==> src/rtl/wb_pkg.sv <==
// Shared Wishbone arbiter types and default bus widths.
package wb_pkg;

    typedef enum logic [1:0] {ARB_IDLE, ARB_OWN0, ARB_OWN1} arb_state_t;

    localparam int WB_AW_DEF = 16;
    localparam int WB_DW_DEF = 16;

endpackage

==> src/rtl/wb_pend_cnt.sv <==
// Outstanding-strobe counter: saturating up/down with synchronous clear.
module wb_pend_cnt #(
    parameter int  MAX_PEND = 4,
    localparam int CW       = $clog2(MAX_PEND + 1)
) (
    input  logic          clk,
    input  logic          rst_n,
    input  logic          inc,
    input  logic          dec,
    input  logic          clr,
    output logic [CW-1:0] count,
    output logic          full
);

    assign full = (count == CW'(MAX_PEND));

    always_ff @(posedge clk or negedge rst_n) begin
        if (!rst_n) begin
            count <= '0;
        end else if (clr) begin
            count <= '0;
        end else if (inc && !dec && !full) begin
            count <= count + 1'b1;
        end else if (dec && !inc && (count != '0)) begin
            count <= count - 1'b1;
        end
    end

endmodule

==> src/rtl/wb_arbiter.sv <==
// Two-master round-robin Wishbone arbiter; grants whole cyc tenures and
// routes acks only to the owner that issued the outstanding strobes.
//
// state    | meaning
// ARB_IDLE | no owner, slave side quiet
// ARB_OWN0 | CPU (master 0) owns the bus
// ARB_OWN1 | USB DMA (master 1) owns the bus
module wb_arbiter
    import wb_pkg::*;
#(
    parameter int AW       = WB_AW_DEF,
    parameter int DW       = WB_DW_DEF,
    parameter int MAX_PEND = 4
) (
    input  logic          clk,
    input  logic          rst_n,
    input  logic          m0_cyc,
    input  logic          m0_stb,
    input  logic          m0_we,
    input  logic [AW-1:0] m0_adr,
    input  logic [DW-1:0] m0_dat_i,
    output logic [DW-1:0] m0_dat_o,
    output logic          m0_ack,
    output logic          m0_stall,
    input  logic          m1_cyc,
    input  logic          m1_stb,
    input  logic          m1_we,
    input  logic [AW-1:0] m1_adr,
    input  logic [DW-1:0] m1_dat_i,
    output logic [DW-1:0] m1_dat_o,
    output logic          m1_ack,
    output logic          m1_stall,
    output logic          s_cyc,
    output logic          s_stb,
    output logic          s_we,
    output logic [AW-1:0] s_adr,
    output logic [DW-1:0] s_dat_o,
    input  logic [DW-1:0] s_dat_i,
    input  logic          s_ack,
    input  logic          s_stall,
    output logic [1:0]    gnt
);

    localparam int PW = $clog2(MAX_PEND + 1);

    arb_state_t    state;
    logic          last;
    logic [PW-1:0] pend;
    logic          full;
    logic          stb_acc;
    logic          ack_ok;
    logic          rel;

    wb_pend_cnt #(.MAX_PEND(MAX_PEND)) u_pend (
        .clk   (clk),
        .rst_n (rst_n),
        .inc   (stb_acc),
        .dec   (ack_ok),
        .clr   (rel),
        .count (pend),
        .full  (full)
    );

    always_comb begin
        s_cyc    = 1'b0;
        s_stb    = 1'b0;
        s_we     = 1'b0;
        s_adr    = '0;
        s_dat_o  = '0;
        m0_dat_o = '0;
        m1_dat_o = '0;
        m0_stall = m0_cyc;
        m1_stall = m1_cyc;
        rel      = 1'b0;
        case (state)
            ARB_OWN0: begin
                s_cyc    = m0_cyc;
                s_stb    = m0_stb & ~full;
                s_we     = m0_we;
                s_adr    = m0_adr;
                s_dat_o  = m0_dat_i;
                m0_stall = s_stall | full;
                m0_dat_o = s_dat_i;
                rel      = ~m0_cyc;
            end
            ARB_OWN1: begin
                s_cyc    = m1_cyc;
                s_stb    = m1_stb & ~full;
                s_we     = m1_we;
                s_adr    = m1_adr;
                s_dat_o  = m1_dat_i;
                m1_stall = s_stall | full;
                m1_dat_o = s_dat_i;
                rel      = ~m1_cyc;
            end
            default: ;
        endcase
        stb_acc = s_stb & ~s_stall;
        // An ack with nothing outstanding (late ack after an abort, or a
        // spurious one) is swallowed; a zero-wait ack of this cycle's strobe is not.
        ack_ok  = s_ack & ((pend != '0) | stb_acc);
        m0_ack  = ack_ok & (state == ARB_OWN0);
        m1_ack  = ack_ok & (state == ARB_OWN1);
    end

    always_ff @(posedge clk or negedge rst_n) begin
        if (!rst_n) begin
            state <= ARB_IDLE;
            last  <= 1'b1;
            gnt   <= 2'b00;
        end else begin
            case (state)
                ARB_IDLE: begin
                    if (m0_cyc && (!m1_cyc || last)) begin
                        state <= ARB_OWN0;
                        gnt   <= 2'b01;
                    end else if (m1_cyc) begin
                        state <= ARB_OWN1;
                        gnt   <= 2'b10;
                    end
                end
                ARB_OWN0: begin
                    if (!m0_cyc) begin
                        last  <= 1'b0;
                        state <= m1_cyc ? ARB_OWN1 : ARB_IDLE;
                        gnt   <= m1_cyc ? 2'b10 : 2'b00;
                    end
                end
                ARB_OWN1: begin
                    if (!m1_cyc) begin
                        last  <= 1'b1;
                        state <= m0_cyc ? ARB_OWN0 : ARB_IDLE;
                        gnt   <= m0_cyc ? 2'b01 : 2'b00;
                    end
                end
                default: begin
                    state <= ARB_IDLE;
                    gnt   <= 2'b00;
                end
            endcase
        end
    end

endmodule

==> config.mk <==
export PLATFORM = sky130hd
export DESIGN_NAME = wb_arbiter
export DESIGN_NICKNAME = d
export VERILOG_FILES = /design/src/rtl/wb_pkg.sv /design/src/rtl/wb_pend_cnt.sv /design/src/rtl/wb_arbiter.sv
export SDC_FILE = /design/constraint.sdc
export NUM_CORES = 1
export LEC_CHECK = 0
export ABC_AREA = 1
export ABC_CLOCK_PERIOD_IN_PS = 6300
export CAP_MARGIN = 20
export CORE_MARGIN = 8
export CORE_UTILIZATION = 42
export DETAILED_ROUTE_END_ITERATION = 10
export DONT_BUFFER_PORTS = 1
export PLACE_DENSITY = 0.59
export SLEW_MARGIN = 20
export SYNTH_ARGS = -nofsm -noshare
export SYNTH_HDL_FRONTEND = slang
export SYNTH_SLANG_ARGS = --single-unit
==> constraint.sdc <==
create_clock -name clk -period 6.3 [get_ports clk]
set_input_delay 1.26 -clock clk [delete_from_list [all_inputs] [get_ports clk]]
set_output_delay 1.26 -clock clk [all_outputs]
set_load 0.02 [all_outputs]
==> flow_metrics.env <==
export IMPL_worstPathArrival_ns=2.42
export IMPL_detail_route_iter0_violations=73
export IMPL_num_antenna_cells=0
export IMPL_pre_cts_slack_ns=2.63
export IMPL_rsz0062_at_grt="no"
export IMPL_synth_area_leaders="nand2_1 34%, a21oi_1 14%, inv_1 14%, dfrtp_1 9.7%, ha_1 4.8%"
export IMPL_synth_area_leader_cell="nand2_1"
export IMPL_hold_viol=0
export IMPL_cts_tree="built"
export IMPL_tightest_slew_ns=0.925
export IMPL_synthTopCellsByCount="118 x nand2_1, 47 x inv_1, 37 x a21oi_1"
export IMPL_grt_first_pass_wirelength_um=6840
export IMPL_finClkSkew_ns=0.00606
export IMPL_routed_wl_um=4880
export IMPL_startpoint="state[1]"
export IMPL_power_switching_mw=0.513
export IMPL_syn_avg_cell_area_um2=4.98
export IMPL_synth_edf_count=0
export IMPL_grt_usage_pct=16.3
export IMPL_cts_setup_buffers=0
export IMPL_power_frac_comb_pct=82.6
export IMPL_final_setup_tns_ns=0
export IMPL_run_status="complete, no violations"
export IMPL_die_area_um2=5110
export IMPL_switching_share_pct=70.8
export IMPL_coreArea_um2=3000
export IMPL_slew_headroom_pct=38.3
export IMPL_ys_types=25
export IMPL_drt_pass1_iter_count=5
export IMPL_gp_congestion=0.799
export IMPL_yosysMostFrequentCell="nand2_1"
export IMPL_grt_pass1_vias=1261
export IMPL_post_dp_hpwl_um=4080
export IMPL_synth_seq_area_share_pct=11.7
export IMPL_vias=1498
export IMPL_rows=20
export IMPL_overflow=0
export IMPL_fp_dieW_um=71.5
export IMPL_hold_class="flop to flop"
export IMPL_critPathKind="flop to primary output"
export IMPL_synth_top_area_share_pct=34.2
export IMPL_power_density_nw_per_um2=558
export IMPL_max_freq_ghz=0.271
export IMPL_pwr_share_clk_pct=5.4
export IMPL_ctsLongestPathBuffers=2
export IMPL_finalSetupViolCount=0
export IMPL_worstReg2RegStart="state[0]"
export IMPL_cp_max_fo=55
export IMPL_final_max_slew_viol_count=0
export IMPL_via_per_inst=5.31
export IMPL_setup_ws_ns=2.62
export IMPL_syn_inst=260
export IMPL_nNetsFinal=346
export IMPL_p_int_mw=0.211
export IMPL_required_ns=5.04
export IMPL_seqPwrFrac_pct=11.9
export IMPL_cp_end_kind="primary output"
export IMPL_cts_sinks=6
export IMPL_wire_per_inst_um=17.3
export IMPL_clk_pin_slew_ns=0.05
export IMPL_worst_skew_pair_late_latency_ns=0.25
export IMPL_grt_start_max_net_pins=56
export IMPL_port_buffers=0
export IMPL_cts_htree_levels=1
export IMPL_cts_resized=0
export IMPL_area_growth_pct=0.290
export IMPL_ioPinCount=163
export IMPL_syn_area_um2=1290
export IMPL_ctsHoldBuffers=0
export IMPL_cap_violations=0
export IMPL_min_from="u_pend.count[0]"
export IMPL_worst_hold_slack_ns=0.555
export IMPL_synthArstFlopShare_pct=100
export IMPL_ys_flop_type="dfrtp_1"
export IMPL_power_leakage_nw=0.758
export IMPL_drive_gt1_share_pct=5.62
export IMPL_start_kind="flop"
export IMPL_synth_warnings=0
export IMPL_vdd_drop_max_mv=0.275
export IMPL_drc_errors=0
export IMPL_cts_root_buf="clkbuf_4"
export IMPL_synth_ff_latch_count=6
export IMPL_antenna_found_initial=0
export IMPL_period_share_pct=58.5
export IMPL_die_h_um=71.5
export IMPL_period_needed_ns=3.68
export IMPL_start_util_pct=43.1
export IMPL_synth_nets=356
export IMPL_detail_route_antenna_nets=0
export IMPL_cts_buffers=3
==> per-layer routing <==
metal | part of all wire (%) | GRT usage [%] | vias to the layer above | wire [um]
li1 | - | - | 760 | -
met1 | 37 | 17.7 | 628 | 1830
met2 | 51 | 29.2 | 98 | 2470
met3 | 10 | 6.00 | 12 | 489
met4 | 1.8 | 3.63 | 0 | 89
met5 | 0 | 0 | - | 0
==> cell families (layout without fill, tap and decap cells) <==
family	after synthesis	in the layout	synth area share (%)
flops	6	6	11.7
fa+ha+maj	6	6	6.38
buf+inv	64	53	19.5
compound gates	48	48	19.5
simple gates	135	135	42.2
xor+xnor	1	1	0.677
==> through the flow <==
stage | cells | area [um2] | utilization, % | power (mW)
after detailed placement | 278 | 1270 | 42.3 | 0.692
after floorplan | 260 | 1290 | - | 0.615
after global routing | 282 | 1300 | 43.2 | 0.796
after global placement | 278 | 1270 | 42.3 | 0.691
final | 282 | 1300 | 43.2 | 0.724
after CTS | 282 | 1290 | 43.1 | 0.734
==> worst paths after layout <==
kind | end | slack, ns | depth (start not counted)
worst max register to register | u_pend.count[2] | 3.62 | 14
max in group asynchronous | last | 5.42 | 0
worst min-delay path | u_pend.count[0] | 0.55 | 2
worst min register to register | u_pend.count[0] | 0.55 | 2
worst max-delay path | s_cyc | 2.62 | 6
min in group asynchronous | u_pend.count[1] | 0.70 | 0
==> worst max-delay path: stages, from the launching register on <==
cell and delay (ns):
dfrtp_1 0.49, inv_1 0.15, ha_2 0.81, nand2_1 0.16, o21ai_1 0.15, inv_1 0.07, nor2_1 0.33
==> power groups by stage <==
stage                     logic (mW)  clock network, mW  registers (mW)
final                          0.598             0.0394          0.0864
after global routing           0.663             0.0437          0.0893
after CTS                      0.606             0.0412          0.0867
after detailed placement       0.605                  0          0.0875
after global placement         0.604                  0          0.0872
after floorplan                0.532                  0          0.0828
==> sequential cells by signal (all words and copies together), names as in the netlist <==
name,flops
u_pend.count,3
state,2
last,1
==> cell usage in the layout (no fill, tap or decap), types with 2 or more instances in the layout <==
cell type / instances
nand2_1: 118
inv_1: 47
a21oi_1: 37
nor2_1: 5
nand3_1: 5
dfrtp_1: 5
o21ai_0: 4
nand2_2: 3
o22ai_1: 3
ha_1: 3
clkbuf_4: 3
inv_2: 2
nor2_4: 2
ha_2: 2
==> layout make-up <==
cell class / count / area (um2)
fill: 344 / 1710
multi-input combinational: 190 / 895
inverter: 49 / 184
sequential: 6 / 151
tap: 33 / 41.3
clock buffer: 4 / 26.3
Note: power is estimated with default switching activity, not from simulation.
